File: src/rtl/lgdst_adspi_pkg.sv
// Shared definitions for the ADRF SPI arbiter: FSM encoding and frame layout constants.
package lgdst_adspi_pkg;

    typedef enum logic [2:0] {
        ST_IDLE  = 3'd0,
        ST_SETUP = 3'd1,
        ST_SHIFT = 3'd2,
        ST_HOLD  = 3'd3,
        ST_GAP   = 3'd4
    } state_t;

    localparam int WORD_W_DEF = 24;
    localparam int RW_BIT     = 23;
    localparam int RD_BITS    = 8;

endpackage

File: src/rtl/lgdst_adspi_rr_arb.sv
// Two-way round-robin arbiter; the pointer moves only when a grant is accepted.
module lgdst_adspi_rr_arb (
    input  logic       clk,
    input  logic       resync_n,
    input  logic [1:0] valid,
    input  logic       accept,
    output logic [1:0] grant
);

    // last = 1 means requester 1 was granted last, so requester 0 wins a tie
    logic last;

    always_comb begin
        grant = valid;
        if (valid == 2'b11) begin
            grant = last ? 2'b01 : 2'b10;
        end
    end

    always_ff @(posedge clk) begin
        if (!resync_n) begin
            last <= 1'b1;
        end else if (accept && (|valid)) begin
            last <= grant[1];
        end
    end

endmodule

File: src/rtl/lgdst_adspi_arb.sv
// Two-requester arbiter driving a 3-wire ADRF SPI port.
// Define LGDST_ADSPI_READBACK_EN to turn sdio around and capture read data on read frames.
module lgdst_adspi_arb
    import lgdst_adspi_pkg::*;
#(
    parameter int CLK_DIV = 4,
    parameter int WORD_W  = WORD_W_DEF
) (
    input  logic              clk,
    input  logic              resync_n,
    input  logic              req0_valid,
    input  logic              req1_valid,
    input  logic [WORD_W-1:0] req0_data,
    input  logic [WORD_W-1:0] req1_data,
    output logic              req0_ready,
    output logic              req1_ready,
    output logic              rsp_valid,
    output logic              rsp_id,
    output logic [7:0]        rsp_rdata,
    output logic              busy,
    output logic              ad_spi_cs,
    output logic              ad_spi_sclk,
    output logic              ad_spi_sdo,
    output logic              ad_spi_sdo_oe,
    input  logic              ad_spi_sdi
);

`ifdef LGDST_ADSPI_READBACK_EN
    localparam bit RB_EN = 1'b1;
`else
    localparam bit RB_EN = 1'b0;
`endif

    localparam int              PH_W       = (CLK_DIV > 1) ? $clog2(CLK_DIV) : 1;
    localparam logic [PH_W-1:0] PH_LAST    = PH_W'(CLK_DIV - 1);
    localparam logic [4:0]      BIT_LAST   = 5'(WORD_W - 1);
    localparam logic [4:0]      BIT_RD_MSB = 5'(WORD_W - RD_BITS);

    state_t            state, state_nxt;
    logic [PH_W-1:0]   ph, ph_nxt;
    logic [4:0]        bit_cnt, bit_cnt_nxt;
    logic              sclk, sclk_nxt;
    logic              cs, cs_nxt;
    logic              oe, oe_nxt;
    logic [WORD_W-1:0] sh, sh_nxt;
    logic              rd, rd_nxt;
    logic              cur_id, cur_id_nxt;
    logic [7:0]        rsh, rsh_nxt;
    logic              rv, rv_nxt;
    logic              rid, rid_nxt;
    logic [7:0]        rdat, rdat_nxt;

    logic [1:0] grant;
    logic       accept;
    logic       phase_end;

    assign accept = (state == ST_IDLE) && resync_n;

    lgdst_adspi_rr_arb u_rr (
        .clk      (clk),
        .resync_n (resync_n),
        .valid    ({req1_valid, req0_valid}),
        .accept   (accept),
        .grant    (grant)
    );

    assign req0_ready = grant[0] & accept;
    assign req1_ready = grant[1] & accept;
    assign phase_end  = (ph == PH_LAST);

    always_comb begin
        state_nxt   = state;
        ph_nxt      = ph;
        bit_cnt_nxt = bit_cnt;
        sclk_nxt    = sclk;
        cs_nxt      = cs;
        oe_nxt      = oe;
        sh_nxt      = sh;
        rd_nxt      = rd;
        cur_id_nxt  = cur_id;
        rsh_nxt     = rsh;
        rv_nxt      = 1'b0;
        rid_nxt     = rid;
        rdat_nxt    = rdat;
        case (state)
            ST_IDLE: begin
                if (|grant) begin
                    state_nxt   = ST_SETUP;
                    ph_nxt      = '0;
                    bit_cnt_nxt = '0;
                    cs_nxt      = 1'b0;
                    sclk_nxt    = 1'b0;
                    oe_nxt      = 1'b1;
                    sh_nxt      = grant[1] ? req1_data : req0_data;
                    rd_nxt      = grant[1] ? req1_data[RW_BIT] : req0_data[RW_BIT];
                    cur_id_nxt  = grant[1];
                    rsh_nxt     = '0;
                end
            end
            ST_SETUP: begin
                ph_nxt = ph + 1'b1;
                if (phase_end) begin
                    state_nxt = ST_SHIFT;
                    ph_nxt    = '0;
                end
            end
            ST_SHIFT: begin
                ph_nxt = ph + 1'b1;
                if (phase_end) begin
                    ph_nxt = '0;
                    if (!sclk) begin
                        sclk_nxt = 1'b1;
                    end else begin
                        // end of a high phase: capture readback, then fall into the next bit
                        if (RB_EN && rd && (bit_cnt >= BIT_RD_MSB)) begin
                            rsh_nxt = {rsh[6:0], ad_spi_sdi};
                        end
                        sclk_nxt = 1'b0;
                        if (bit_cnt == BIT_LAST) begin
                            state_nxt   = ST_HOLD;
                            bit_cnt_nxt = '0;
                            oe_nxt      = 1'b0;
                        end else begin
                            bit_cnt_nxt = bit_cnt + 1'b1;
                            sh_nxt      = sh << 1;
                            if (RB_EN && rd && ((bit_cnt + 1'b1) == BIT_RD_MSB)) begin
                                oe_nxt = 1'b0;
                            end
                        end
                    end
                end
            end
            ST_HOLD: begin
                ph_nxt = ph + 1'b1;
                if (phase_end) begin
                    state_nxt = ST_GAP;
                    ph_nxt    = '0;
                    cs_nxt    = 1'b1;
                end
            end
            ST_GAP: begin
                ph_nxt = ph + 1'b1;
                if (phase_end) begin
                    state_nxt = ST_IDLE;
                    ph_nxt    = '0;
                    rv_nxt    = 1'b1;
                    rid_nxt   = cur_id;
                    rdat_nxt  = (RB_EN && rd) ? rsh : 8'h00;
                end
            end
            default: begin
                state_nxt = ST_IDLE;
                cs_nxt    = 1'b1;
                sclk_nxt  = 1'b0;
                oe_nxt    = 1'b0;
            end
        endcase
    end

    always_ff @(posedge clk) begin
        if (!resync_n) begin
            state   <= ST_IDLE;
            ph      <= '0;
            bit_cnt <= '0;
            sclk    <= 1'b0;
            cs      <= 1'b1;
            oe      <= 1'b0;
            sh      <= '0;
            rd      <= 1'b0;
            cur_id  <= 1'b0;
            rsh     <= '0;
            rv      <= 1'b0;
            rid     <= 1'b0;
            rdat    <= '0;
        end else begin
            state   <= state_nxt;
            ph      <= ph_nxt;
            bit_cnt <= bit_cnt_nxt;
            sclk    <= sclk_nxt;
            cs      <= cs_nxt;
            oe      <= oe_nxt;
            sh      <= sh_nxt;
            rd      <= rd_nxt;
            cur_id  <= cur_id_nxt;
            rsh     <= rsh_nxt;
            rv      <= rv_nxt;
            rid     <= rid_nxt;
            rdat    <= rdat_nxt;
        end
    end

    assign busy          = (state != ST_IDLE);
    assign ad_spi_cs     = cs;
    assign ad_spi_sclk   = sclk;
    assign ad_spi_sdo    = sh[WORD_W-1];
    assign ad_spi_sdo_oe = oe;
    assign rsp_valid     = rv;
    assign rsp_id        = rid;
    assign rsp_rdata     = rdat;

endmodule
File: config.mk
export PLATFORM = sky130hd
export DESIGN_NAME = lgdst_adspi_arb
export DESIGN_NICKNAME = d
export VERILOG_FILES = /design/src/rtl/lgdst_adspi_pkg.sv /design/src/rtl/lgdst_adspi_rr_arb.sv /design/src/rtl/lgdst_adspi_arb.sv
export SDC_FILE = /design/constraint.sdc
export NUM_CORES = 1
export LEC_CHECK = 0
export CORE_MARGIN = 2
export CORE_UTILIZATION = 56
export DETAILED_ROUTE_END_ITERATION = 8
export DONT_BUFFER_PORTS = 1
export GPL_TIMING_DRIVEN = 0
export MAX_ROUTING_LAYER = met4
export PLACE_DENSITY = 0.74
export SLEW_MARGIN = 20
export SYNTH_ARGS = -nofsm -noshare
export SYNTH_HDL_FRONTEND = slang
export SYNTH_SLANG_ARGS = --single-unit
File: constraint.sdc
create_clock -name clk -period 1.5 [get_ports clk]
set_clock_uncertainty 0.05 [all_clocks]
set_input_delay 0.075 -clock clk [delete_from_list [all_inputs] [get_ports clk]]
set_output_delay 0.075 -clock clk [all_outputs]
set_load 0.1 [all_outputs]
==> key figures, run 1 <==
Outcome
  • Status: complete, but fails checks
  • Failing checks: setup timing

STA
  • Period minus WS final: roughly 2.6 ns
  • Final worst slack: -1.127 ns
  • RSZ-0062 raised after global routing: true
  • Slew Viols, Final: 0
  • Actual slew at the worst max-slew pin: around 0.99 ns
  • Final Cycle Share: 175.1%
  • Endpoints failing setup: 38
  • Achievable Freq: between 0.3 and 0.4 GHz
  • Max transition margin: between 30% and 40%
  • Min Hold Slack: between 0.002 and 0.003 ns
  • Final Hold Viols: 0

Layout
  • Layout area overhead: 44.38%
  • N_diodes: 0
  • Nets: 384
  • Layout cells sized above 1: a little under half

Hold path
  • Worst Hold Class: primary input to flop

Synth
  • Seq/Total Area, Yosys: 37.27%
  • #FFs+latches synth: 41
  • Yosys warning count: 0
  • Synth top area share: 37.27%
  • Most instantiated library cell after synthesis: a21oi_1
  • Cell area after synthesis: about 0.0022 mm²
  • Post-synth EDFFs: 0
  • Async set-reset flop share out of synthesis: 0%
  • Synth area leaders: dfxtp_1 (37%), a21oi_1 (12%), a22o_1 (9.1%)
  • Synth area leader: dfxtp_1
  • Mapped Cells: between 200 and 300
  • Syn_area_per_cell: a little under 8 µm²
  • Distinct cells, synth: 44
  • Ys flop type: dfxtp_1
  • Most instantiated cells after synthesis: a21oi_1 (51), dfxtp_1 (41), nor2_1 (36)

CTS
  • Num CTS Buffers: 5
  • Clock Pin Slew Worst Setup and Hold Paths: about 0.080 ns
  • CTS tree: done
  • Root Buffer: clkbuf_8
  • Clock latency on the worst-skew pair: ~0.30 ns
  • Sink Count: between 40 and 50
  • Max Buffers Root-to-Sink: 2
  • H-tree depth: 2

Worst setup path
  • Max FO, Critical Path: 5
  • Critical Path AT: 2.50 ns
  • CP Capture Point: req0_ready
  • Critical path class: flop to output port
  • Reg2Reg Depth: 6
  • CP required: between 1 and 1.5 ns
  • Setup crit start kind: flop
  • Reg-to-reg startpoint: state[2]
  • CP Capture Type: output port
  • R2R setup slack: -0.44 ns
  • Reg2reg end: ph[1]
  • CP Launch Point: state[2]

Global route
  • Total track usage: a little under a third
  • First-pass GRT wire length: around 10000 µm
  • Largest net degree at the start of global routing: 12
  • GRT overflow: 0
  • Initial antenna violation count: 0
  • Number of global-route vias before repair: roughly 2000

Floorplanning
  • Effective utilization at floorplan: between 50% and 60%
  • Ports: 70
  • Die area: ~0.0045 mm²
  • Core area: between 0.003 and 0.004 mm²
  • FP Rows: 22
  • Die Height: ~67 µm
  • Die X: between 60 and 70 µm

Placement
  • RePlAce Congestion: about 0.8
  • Pre-CTS setup slack: -0.8766 ns
  • Detailed-placement wirelength estimate: between 3000 and 4000 µm
  • PortBufs: 0

Detailed routing
  • First-pass DRT Iterations: 5
  • Final wirelength: around 7300 µm
  • Avg WL per Cell: slightly below 20 µm
  • Routed via count: around 2400
  • Vias per cell: around 6.3
  • Final antenna-violating net count: 0
  • DR iter-0 viols: about 210
  • DRC viols: 0

Power
  • Pwr Density: about 800 mW/mm²
  • Maximum vdd drop: roughly 0.0007 V
  • LEAKAGE: 1.288 nW

Flow run
  • Max-cap violations: 0
cell type report:
cell class	count	area (µm²)
Sequential cell	41	839.6
Inverter	4	23.77
Clock buffer	8	80.08
Timing Repair Buffer	38	392.9
Fill cell	204	536.8
Tap cell	48	60.06
Multi-Input combinational cell	211	1539
Buffer	28	244.0
worst max-delay path: stages (launching register included):
cell	delay (ns)
dfxtp_2	0.35
buf_6	0.12
nor3_4	0.21
clkinvlp_4	0.54
nor3_4	0.99
power by group:
group          leakage (nW)  switching, mW  total, mW  internal [mW]
clock network        0.0395          0.377      0.708          0.331
registers             0.340          0.120       1.27           1.15
logic                 0.909          0.351      0.568          0.217
total                  1.29          0.848       2.55           1.70
placed cells by master, fill, tap and decap left out, types with 2 or more instances in the layout:
| cell | instances |
|---|---|
| a21oi_2 | 34 |
| dfxtp_1 | 34 |
| buf_4 | 28 |
| nand2_1 | 28 |
| a22o_1 | 23 |
| buf_6 | 22 |
| nor2_2 | 16 |
| a21oi_1 | 16 |
| nor2_1 | 16 |
| conb_1 | 8 |
| clkbuf_8 | 6 |
| o21ai_0 | 6 |
| clkbuf_1 | 5 |
| nor2_4 | 5 |
| nor3_4 | 4 |
| buf_2 | 4 |
| nand3_1 | 4 |
| dfxtp_4 | 4 |
| buf_8 | 3 |
| and2_1 | 3 |
| a22oi_1 | 3 |
| nand4_1 | 3 |
| a31oi_1 | 3 |
| dfxtp_2 | 3 |
| inv_1 | 2 |
| o211ai_1 | 2 |
| o31ai_1 | 2 |
| nand2b_1 | 2 |
| mux2i_1 | 2 |
| o21ai_1 | 2 |
| dlygate4sd3_1 | 2 |
| buf_12 | 2 |
kinds of logic (layout without fill, tap and decap cells):
logic type / count (synthesis) / after routing / share of synthesized area (%)
flops: 41 / 41 / 37.27
other cells: 1 / 8 / 0.1703
fa+ha+maj: 2 / 2 / 1.136
xor+xnor: 1 / 1 / 0.3978
buf+inv: 33 / 78 / 9.715
simple gates: 95 / 95 / 20.34
mux: 2 / 2 / 0.9091
compound gates: 103 / 103 / 30.06
registers in the layout, summed over array words and instances, names as in the netlist:
signal and count:
ph 2, ad_spi_cs 1, state 3, ad_spi_sdo_oe 1
sh 24, rsp_valid 1, cur_id 1, bit_cnt 5
ad_spi_sclk 1, u_rr.last 1, rsp_id 1
worst min-delay path by stage:
stage                   from  cells after the start  slack [ns]   endpoint
3_5_place_dp      req1_valid                      2        0.24  u_rr.last
5_1_grt        req1_data[13]                      3       0.008     sh[13]
3_3_place_gp      req1_valid                      2        0.22  u_rr.last
4_1_cts             resync_n                      2        0.01  u_rr.last
2_1_floorplan     req1_valid                      2        0.21  u_rr.last
6_report          req0_valid                      2       0.003   state[0]
repair_timing:
item	in CTS	in global routing
buffers inserted	23	10
endpoints found under the setup margin	36	39
gates resized for setup	71	43
hold buffers	2	0
endpoints found under the hold margin	2	0
pin swaps	42	26
gates cloned	3	0
per-stage QoR:
step | instances | instance area, µm² | setup TNS [ns] | utilization (%) | power [mW]
final | 378 | 3179 | -12.00 | 85.56 | 2.549
after global routing | 378 | 3179 | -14.53 | 85.56 | 2.638
after CTS | 369 | 2955 | -8.794 | 79.53 | 2.492
after detailed placement | 333 | 2382 | -8.426 | 64.11 | 1.732
after global placement | 333 | 2382 | -8.047 | 64.11 | 1.727
after floorplan | 285 | 2322 | -3.143 | - | 1.669
metal layers:
layer  global-route usage (%)  routed length (µm)
met5                        -                   0
met4                    10.20                 162
met3                    7.264                 606
met2                    43.88                3445
met1                    41.97                3094
(Power assumes the default switching activity.)
==> run 2, diff against run 1 <==
--- a/config.mk
+++ b/config.mk
@@ -5,13 +5,14 @@
 export SDC_FILE = /design/constraint.sdc
 export NUM_CORES = 1
 export LEC_CHECK = 0
+export ABC_AREA = 1
 export CORE_MARGIN = 2
-export CORE_UTILIZATION = 56
+export CORE_UTILIZATION = 52
 export DETAILED_ROUTE_END_ITERATION = 8
 export DONT_BUFFER_PORTS = 1
 export GPL_TIMING_DRIVEN = 0
 export MAX_ROUTING_LAYER = met4
-export PLACE_DENSITY = 0.74
+export PLACE_DENSITY = 0.67
 export SLEW_MARGIN = 20
 export SYNTH_ARGS = -nofsm -noshare
 export SYNTH_HDL_FRONTEND = slang
==> constraint.sdc (replaced) <==
create_clock -name clk -period 3.35 [get_ports clk]
set_clock_uncertainty 0.05 [all_clocks]
set_input_delay 0.1675 -clock clk [delete_from_list [all_inputs] [get_ports clk]]
set_output_delay 0.1675 -clock clk [all_outputs]
set_load 0.1 [all_outputs]
==> run 2 against run 1 <==
The run now ends clean. Area after synthesis grew 22%. Synthesized cell count grew 63%. Clock power shrank 42%. Sequential power shrank 23%. Register-to-register slack gained 1.5 ns. Count of clock-buffer cells in the layout shrank 1. First-iteration DRC count shrank 48%. Sequential share of layout area grew 1.6 points. Sequential cell count is the same. Final cell count grew 42%. Power grew 4.3%. Setup slack gained 1.5 ns. Largest power group is now combinational logic.
==> key figures, run 2 <==
Power
  • LEAKAGE: 1.606 nW (+25%)
  • Pint: 1.347 mW (-21%)
  • Combinational Power Share: 47.4% (+25 points)
  • Seq pwr share: 37.0% (-13 points)
  • Maximum vdd drop: 0.0006748 V (-2.1%)
  • Sw Pwr: 1.311 mW (+55%)
  • Clock power frac: 15.6% (-12 points)
  • Net Sw Frac: 49.33% (+16 points)
  • Pwr Density: 906.5 mW/mm² (+13%)

Synth
  • Mapped Cells: 453 (+63%)
  • Synth Area in Compound Gates: 8.380% (-22 points)
  • Most instantiated cells after synthesis: nand2_1 (133), inv_1 (85), nor2_1 (44)
  • Syn_area_per_cell: 5.933 µm² (-25%)
  • #FFs+latches synth: 41 (unchanged)
  • Yosys warning count: 0 (unchanged)
  • Synth area leader: dfxtp_1
  • Most instantiated library cell after synthesis: nand2_1
  • Xor and xnor area share after synthesis: 0% (-0.40 points)
  • Mux cell area share after synthesis: 0% (-0.91 points)
  • Async set-reset flop share out of synthesis: 0% (unchanged)
  • Distinct cells, synth: 25 (-43%)
  • Synth top area share: 30.54% (-6.7 points)
  • Cell area after synthesis: 0.002688 mm² (+22%)
  • Seq/Total Area, Yosys: 30.54% (-6.7 points)
  • Post-synth EDFFs: 0 (unchanged)
  • Post-synthesis simple-gate area fraction: 40.92% (+21 points)
  • Adder-cell share of the synthesized area: 0.9311% (-0.21 points)
  • Ys flop type: dfxtp_1
  • Synth area leaders: dfxtp_1 (31%), nand2_1 (19%), inv_1 (12%)
  • Largest family of logic cells by synthesized area: simple AND/OR/NAND/NOR gates

Layout
  • Nets: 522 (+36%)
  • Layout cells sized above 1: 8.547% (-37 points)
  • Largest regs: sh: 24 flops, bit_cnt: 5 flops, state: 3 flops
  • Commonest non-fill, non-tap cells in the layout: nand2_1 (133), inv_1 (85), nor2_1 (43)
  • Max reg flops: 24 (unchanged)
  • N_diodes: 0 (unchanged)
  • Commonest non-fill, non-tap cell in the layout: nand2_1
  • Top reg by flops: sh
  • Layout area overhead: 9.078%

STA
  • Max transition margin: 29.50% (-4.6 points)
  • Endpoints failing setup: 0 (-100%)
  • RSZ-0062 raised after global routing: false
  • Final Hold Viols: 0 (unchanged)
  • Actual slew at the worst max-slew pin: 1.056 ns (+0.07039 ns)
  • Achievable Freq: around 0.34 GHz
  • Min Hold Slack: 0.1037 ns (+0.1007 ns)
  • Final Cycle Share: between 80% and 90%
  • Final setup TNS: 0 ns (+12.00 ns)
  • Period minus WS final: roughly 3.0 ns
  • Slew Viols, Final: 0 (unchanged)

CTS
  • Post-CTS Setup Bufs: 0 (-100%)
  • H-tree depth: 2 (unchanged)
  • Num CTS Buffers: 5 (unchanged)
  • Clock latency on the worst-skew pair: 0.29 ns (about the same)
  • Sink Count: 41 (unchanged)
  • Max Buffers Root-to-Sink: 2 (unchanged)
  • Root Buffer: clkbuf_8
  • Clock Pin Slew Worst Setup and Hold Paths: 0.08 ns (about the same)
  • CTS tree: done
  • Post-CTS resize count: 0 (-100%)
  • Hold_buf cts: 0 (-2)

Placement
  • RePlAce Congestion: 0.8549 (+7.7%)
  • Detailed-placement wirelength estimate: 4560 µm (+23%)
  • PortBufs: 0 (unchanged)

Global route
  • First-pass GRT wire length: 9653 µm (-2.3%)
  • Largest net degree at the start of global routing: 13 (+1)
  • Number of global-route vias before repair: 2087 (+3.5%)
  • Initial antenna violation count: 0 (unchanged)
  • Total track usage: 22.73% (-7.7 points)
  • GRT overflow: 0 (unchanged)

Worst setup path
  • Critical Path AT: 2.74 ns (+0.24 ns)
  • Reg2reg end: sh[1]
  • Critical path class: flop to output port
  • Setup crit start kind: flop
  • Max FO, Critical Path: 7 (+2)
  • R2R setup slack: 1.07 ns (+1.51 ns)
  • CP required: 3.13 ns (+1.76 ns)
  • Reg2Reg Depth: 7 (+1)
  • CP Capture Type: output port
  • Reg-to-reg startpoint: ad_spi_sclk

Floorplanning
  • Core area: 0.005042 mm² (+36%)
  • Ports: 70 (unchanged)
  • Die Height: 75.89 µm (+14%)
  • Effective utilization at floorplan: 53.30% (-6.0 points)
  • Die area: 0.005759 mm² (+29%)
  • Die X: 75.89 µm (+14%)
  • FP Rows: 26 (+18%)

Detailed routing
  • DRC viols: 0 (unchanged)
  • Final wirelength: 6074 µm (-17%)
  • First-pass DRT Iterations: 4 (-1)
  • DR iter-0 viols: 108 (-48%)
  • Vias per cell: 4.740 (-24%)
  • Avg WL per Cell: 11.29 µm (-42%)
  • Routed via count: 2550 (+7.5%)
  • Final antenna-violating net count: 0 (unchanged)

Hold path
  • Hold path start: req1_data[0]
  • Hold Path Sink: sh[0]
  • Worst Hold Class: primary input to flop
  • Worst hold path cell count: 4 (+2)

Flow run
  • Max-cap violations: 0 (unchanged)

Outcome
  • Status: finished clean
-- run 2: cell types whose count changed after synthesis, sizes merged, moves of 4 or more --
cell    delta
buf        -4
o21ai     +20
clkbuf     +4
nand3b    +22
nor2       +8
a22o      -23
nand2    +104
nand3     +34
a21oi     -37
inv       +86
-- run 2: cell families (layout without fill, tap and decap cells) --
logic type | Yosys count | count (layout)
compound gates | 42 | 42
fa+ha+maj | 2 | 2
buf+inv | 119 | 127
flops | 41 | 41
other cells | 1 | 8
simple gates | 248 | 248
-- run 2: layer usage --
layer | track usage, % | vias to the layer above | routed length, µm
met3 | 5.423 | 8 | 321
met1 | 30.33 | 1092 | 2941
met5 | - | - | 0
li1 | - | 1385 | -
met2 | 34.58 | 65 | 2725
met4 | 5.848 | 0 | 85
-- run 2: worst max-delay path by stage --
stage                         from          to  slack (ns)  cells after the start
final                     state[0]  req1_ready        0.39                      5
after global routing      state[0]  req1_ready        0.22                      5
after CTS                 state[0]  req1_ready        0.38                      5
after detailed placement  state[0]  req1_ready        0.72                      5
after global placement    state[0]  req1_ready        0.29                      5
after floorplan           state[0]  req1_ready        0.43                      5
-- run 2: layout make-up --
type | count | area (µm²)
Buffer | 29 | 175.2
Fill cell | 531 | 2111
Multi-Input combinational cell | 300 | 1394
Sequential cell | 41 | 820.8
Inverter | 90 | 337.8
Clock inverter | 1 | 30.03
Clock buffer | 7 | 86.33
Tap cell | 70 | 87.58
-- run 2: power groups by stage --
stage	clock, mW	combinational, mW	sequential, mW
2_1_floorplan	0	1.05	0.963
3_3_place_gp	0	1.23	0.988
4_1_cts	0.422	1.26	0.982
3_5_place_dp	0	1.26	0.992
5_1_grt	0.438	1.46	1.01
6_report	0.413	1.26	0.984
-- run 2: worst max-delay path, cell delays in order (launching register included) --
cell and delay, ns:
dfxtp_1 0.40, nor2_4 0.19, nand2_1 0.63, inv_1 0.24, nand2_1 0.14, nor2_2 0.83
-- run 2: metrics by stage --
step / util, % / instances / area [µm²] / total power [mW] / setup slack (ns)
2_1_floorplan: - / 460 / 2719 / 2.009 / 0.4313
3_3_place_gp: 55.66 / 530 / 2806 / 2.220 / 0.2888
3_5_place_dp: 55.83 / 530 / 2815 / 2.249 / 0.7169
4_1_cts: 58.14 / 538 / 2932 / 2.669 / 0.3846
5_1_grt: 58.14 / 538 / 2932 / 2.908 / 0.2219
6_report: 58.14 / 538 / 2932 / 2.658 / 0.3934
